**config.mk**
```make
export PLATFORM = sky130hd
export DESIGN_NAME = mlp_feature_sequencer
export DESIGN_NICKNAME = d
export VERILOG_FILES = /design/src/rtl/mlp_seq_pkg.sv /design/src/rtl/mlp_seq_settle_cnt.sv /design/src/rtl/mlp_feature_sequencer.sv
export SDC_FILE = /design/constraint.sdc
export NUM_CORES = 1
export LEC_CHECK = 0
export BUFFER_PORTS_ARGS = -buffer_cell sky130_fd_sc_hd__buf_2
export CAP_MARGIN = 15
export CORE_AREA = 2 2 94 60
export DETAILED_ROUTE_END_ITERATION = 8
export DIE_AREA = 0 0 96 62
export PLACE_DENSITY = 0.73
export SYNTH_ARGS = -nofsm -noshare
export SYNTH_HDL_FRONTEND = slang
export SYNTH_SLANG_ARGS = --single-unit
```
**constraint.sdc**
```tcl
create_clock -name clk -period 3.2 [get_ports clk]
set_input_delay 0.64 -clock clk [delete_from_list [all_inputs] [get_ports clk]]
set_output_delay 0.64 -clock clk [all_outputs]
set_load 0.01 [all_outputs]
```
**src/rtl/mlp_seq_pkg.sv**
```systemverilog
// Shared types and sizes for the MLP feature sequencer.
// State encoding, feature index width and settle counter width.
package mlp_seq_pkg;

    localparam int N_FEAT_DEF = 4;
    localparam int IDX_W      = $clog2(N_FEAT_DEF);
    localparam int CNT_W      = 4;

    typedef enum logic [1:0] {
        FILL   = 2'd0,
        SETTLE = 2'd1,
        RESULT = 2'd2
    } seq_state_e;

endpackage

```
**src/rtl/mlp_seq_settle_cnt.sv**
```systemverilog
// Load/decrement down-counter timing the core settle window.
// Holds at zero and flags it to the sequencer FSM.
module mlp_seq_settle_cnt
    import mlp_seq_pkg::*;
(
    input  logic             clk,
    input  logic             rst,
    input  logic             load,
    input  logic [CNT_W-1:0] load_val,
    input  logic             dec,
    output logic             zero
);

    logic [CNT_W-1:0] count;

    always_ff @(posedge clk) begin
        if (rst) begin
            count <= '0;
        end else if (load) begin
            count <= load_val;
        end else if (dec && count != '0) begin
            count <= count - 1'b1;
        end
    end

    assign zero = (count == '0);

endmodule

```
**src/rtl/mlp_feature_sequencer.sv**
```systemverilog
// Clocked front/back end for the combinational MLP classifier core.
// Define MLP_SEQ_PREDO_EN to also capture and expose the raw core scores.
module mlp_feature_sequencer
    import mlp_seq_pkg::*;
#(
    parameter int N_FEAT     = N_FEAT_DEF,
    parameter int FEAT_W     = 4,
    parameter int CLS_W      = 2,
    parameter int PRED_W     = 57,
    parameter int SETTLE_CYC = 2
) (
    input  logic                     clk,
    input  logic                     rst,
    input  logic                     feat_valid,
    output logic                     feat_ready,
    input  logic [FEAT_W-1:0]        feat_data,
    input  logic                     feat_last,
    output logic [N_FEAT*FEAT_W-1:0] clf_inp,
    input  logic [CLS_W-1:0]         clf_out,
    input  logic [PRED_W-1:0]        clf_predo,
    output logic                     res_valid,
    input  logic                     res_ready,
    output logic [CLS_W-1:0]         res_class,
`ifdef MLP_SEQ_PREDO_EN
    output logic [PRED_W-1:0]        res_predo,
`endif
    output logic                     frame_err
);

    seq_state_e state;
    seq_state_e state_nxt;

    logic [IDX_W-1:0]         idx;
    logic [N_FEAT*FEAT_W-1:0] shadow;
    logic [N_FEAT*FEAT_W-1:0] merged;

    logic accept;
    logic last_slot;
    logic beat_ok;
    logic commit;
    logic bad;
    logic capture;
    logic res_done;
    logic cnt_zero;

    assign accept    = feat_valid & feat_ready;
    assign last_slot = (idx == IDX_W'(N_FEAT - 1));

    always_ff @(posedge clk) begin
        if (rst) begin
            state <= FILL;
        end else begin
            state <= state_nxt;
        end
    end

    always_comb begin
        state_nxt  = state;
        feat_ready = 1'b0;
        beat_ok    = 1'b0;
        commit     = 1'b0;
        bad        = 1'b0;
        capture    = 1'b0;
        res_done   = 1'b0;
        unique case (state)
            FILL: begin
                feat_ready = !rst;
                if (accept) begin
                    if (last_slot && feat_last) begin
                        commit    = 1'b1;
                        state_nxt = SETTLE;
                    end else if (!last_slot && !feat_last) begin
                        beat_ok = 1'b1;
                    end else begin
                        bad = 1'b1;
                    end
                end
            end
            SETTLE: begin
                if (cnt_zero) begin
                    capture   = 1'b1;
                    state_nxt = RESULT;
                end
            end
            RESULT: begin
                if (res_ready) begin
                    res_done  = 1'b1;
                    state_nxt = FILL;
                end
            end
            default: state_nxt = FILL;
        endcase
    end

    mlp_seq_settle_cnt u_settle_cnt (
        .clk      (clk),
        .rst      (rst),
        .load     (commit),
        .load_val (CNT_W'(SETTLE_CYC - 1)),
        .dec      (state == SETTLE),
        .zero     (cnt_zero)
    );

    always_comb begin
        merged = shadow;
        merged[int'(idx)*FEAT_W +: FEAT_W] = feat_data;
    end

    // Malformed beats leave shadow and clf_inp alone; only idx rewinds.
    always_ff @(posedge clk) begin
        if (rst) begin
            idx       <= '0;
            shadow    <= '0;
            clf_inp   <= '0;
            frame_err <= 1'b0;
            res_valid <= 1'b0;
            res_class <= '0;
        end else begin
            frame_err <= bad;
            if (beat_ok) begin
                shadow <= merged;
                idx    <= idx + 1'b1;
            end
            if (bad) begin
                idx <= '0;
            end
            if (commit) begin
                shadow  <= merged;
                clf_inp <= merged;
            end
            if (capture) begin
                res_class <= clf_out;
                res_valid <= 1'b1;
            end
            if (res_done) begin
                res_valid <= 1'b0;
                idx       <= '0;
            end
        end
    end

`ifdef MLP_SEQ_PREDO_EN
    always_ff @(posedge clk) begin
        if (rst) begin
            res_predo <= '0;
        end else if (capture) begin
            res_predo <= clf_predo;
        end
    end
`else
    logic predo_unused;
    assign predo_unused = ^clf_predo;
`endif

endmodule

```
==> results.toml <==
[setup_path]
arrival_ns = 1.58
r2r_setup_slack_ns = 1.11
worstPathMaxFanout = 44
cp_top_family = "buffers and inverters"
cp-start-kind = "input pin"
slowest_stage = "buf_2"
end_kind = "output port"
critPathLaunch = "rst"
timing.rr.start = "idx[0]$_SDFFE_PP0P_"
max_stage_delay_ns = 0.63
r2r-end = "shadow[4]$_SDFFE_PP0P_"
crit_type = "in2out"
reg2reg_depth = 6
critical_path_depth = 3
worstPathRequired_ns = 2.56
crit_chain = "buf_2 > nor3_1 > buf_2"
cpMostUsedCell = "buf_2"
crit_end = "feat_ready"
path_buf_inv = 2

[floorplanning]
rows = 21
dieArea_mm2 = 0.00595
io_pins = 89
core-area_mm2 = 0.00523
die_x_um = 96
start_util_pct = 42.0
die_h_um = 62

[cells_and_area]
n_antenna_cell = 0
layout.nets = 354
final_core_util_pct = 46.6
final_cells = 346
layout-drive-gt1-share_pct = 18.1
synthToLayoutAreaGrowth_pct = 10.8

[yosys]
synthTopCellsByArea = "dfxtp_1 (40%), a21oi_1 (12%), o21ai_0 (5.2%)"
ys_ff_latch = 44
synthFlopType = "dfxtp_1"
syn_inst = 256
syn_area_mm2 = 0.00220
avgSynthCellArea_um2 = 8.58
synth.distinct_cells = 35
syn-num-nets = 333
synth_edf_count = 0
ys_seq_area_share_pct = 40.1
synth_warnings = 0
synth_common_cells = "a21oi_1 (51), dfxtp_1 (44), o21ai_0 (23)"
synthArstFlopShare_pct = 0
synth_most_common_cell = "a21oi_1"
netlist.area_leader.share_pct = 40.1
yosysTopAreaCell = "dfxtp_1"

[cts]
cts_buffer_depth = 2
root_buffer = "clkbuf_8"
ctsResizeCount = 0
cts.htree.levels = 2
holdBufCountCts = 0
clk_pin_slew_ns = 0.08
post-cts-setup-buffers = 0
cts_sinks = 44
insertion_delay_ns = 0.31
numCtsBuffers = 5
cts_tree = "built"

[route]
drcViolationCount = 0
avgViaCountPerCell = 5.54
first_iter_violations = 158
wl_mm = 4.97
ant_nets = 0
wire_per_inst_um = 14.4
via_count = 1916
firstDrtPassIters = 4

[pwr]
vdd_drop_max_mv = 0.147
p_per_area_mw_per_mm2 = 397
power.leakage_nw = 0.896

[timing]
min_period_ns = 2.22
setup_slack_ns = 0.976
setup_viol = 0
final_hold_viol_count = 0
fin_crit_sh_pct = 69.5
fmax_mhz = 450
fin_worst_skew_ns = 0.0108
setup_tns_ns = 0
slew_violations = 0
worst_pin_slew_ns = 0.832
relSlewSlack_pct = 44.6
rsz0062_at_grt = "false"

[global_route]
antenna_found_initial = 0
grt_max_degree = 45
grt_pass1_wl_mm = 7.87
grt_usage_pct = 17.7
overflow = 0
grt_pass1_vias = 1587

[placed_design]
place_congestion = 0.822
pre_cts_ws_ns = 0.756
port_buffers = 31
hpwlAfterDp_mm = 3.32
place_inst = 339

[status]
outcome = "completed"

[hold_path]
hold_class = "reg2reg"

[job]
drv_cap = 0
[sequential cells by signal, indices dropped and copies added, names as in the netlist]
| name | count |
|---|---|
| shadow | 16 |
| state | 2 |
| frame_err | 1 |
| res_valid | 1 |
| clf_inp | 16 |
| idx | 2 |
| res_class | 2 |
| u_settle_cnt.count | 4 |
[cell families (layout without fill, tap and decap cells)]
group           Yosys count  in the layout  share of synthesized area [%]
fa+ha+maj                 9              9                           5.13
simple gates             69             69                           20.7
flops                    44             44                           40.1
compound gates          100            100                           26.3
buf+inv                  34             55                           7.80
[cells in the final DEF (no fill, tap or decap), types with 3 or more instances in the layout]
master    instances
a211oi_1         14
a21oi_1          51
a311oi_1          8
and3b_1           3
buf_2            31
buf_4             6
clkbuf_8          5
dfxtp_1          44
ha_1              9
inv_1            11
nand2_1           6
nand2b_1          5
nand3_1           6
nand4_1          12
nor2_1            3
nor2b_1          13
nor3b_1           6
o21ai_0          23
[worst min path at each step]
stage	from	endpoint	cells past startpoint
floorplan	shadow[0]$_SDFFE_PP0P_	shadow[0]$_SDFFE_PP0P_	2
global placement	shadow[15]$_SDFFE_PP0P_	shadow[15]$_SDFFE_PP0P_	2
detailed placement	shadow[8]$_SDFFE_PP0P_	shadow[8]$_SDFFE_PP0P_	2
CTS	shadow[8]$_SDFFE_PP0P_	shadow[8]$_SDFFE_PP0P_	2
global route	shadow[8]$_SDFFE_PP0P_	shadow[8]$_SDFFE_PP0P_	2
finish	shadow[2]$_SDFFE_PP0P_	shadow[2]$_SDFFE_PP0P_	2
[routing by layer]
layer	track usage (%)	part of all wire [%]
met4	8.37	1.6
met5	0	0
met2	22.7	40
met1	26.6	51
met3	5.07	7.3
[worst register-to-register path: stages, from the launching register on]
cell and delay, ns:
dfxtp_1 0.49, ha_1 0.23, inv_1 0.05, ha_1 0.27, or2_2 0.48, and2_1 0.24
a311oi_1 0.23
[through the flow]
step / instance area, µm² / power (W) / hold slack, ns
floorplan: 2200 / 0.000617 / 0.445
global placement: 2350 / 0.000635 / 0.454
detailed placement: 2350 / 0.000636 / 0.459
CTS: 2430 / 0.000974 / 0.470
global route: 2430 / 0.000996 / 0.496
finish: 2430 / 0.000967 / 0.475
[report_power, final]
group          switching, W  leakage, nW  internal, W
combinational     0.0000458        0.501    0.0000236
clock              0.000195       0.0400     0.000148
sequential       0.00000302        0.355     0.000552
total              0.000244        0.896     0.000723
[area by class of cell]
| type | count | area (µm²) |
|---|---|---|
| Multi-Input combinational cell | 178 | 1140 |
| Sequential cell | 44 | 881 |
| Inverter | 11 | 41.3 |
| Fill cell | 525 | 2790 |
| Clock inverter | 2 | 12.5 |
| Tap cell | 69 | 86.3 |
| Clock buffer | 5 | 68.8 |
| Timing Repair Buffer | 37 | 200 |
Note: power is estimated with default switching activity, not from simulation.
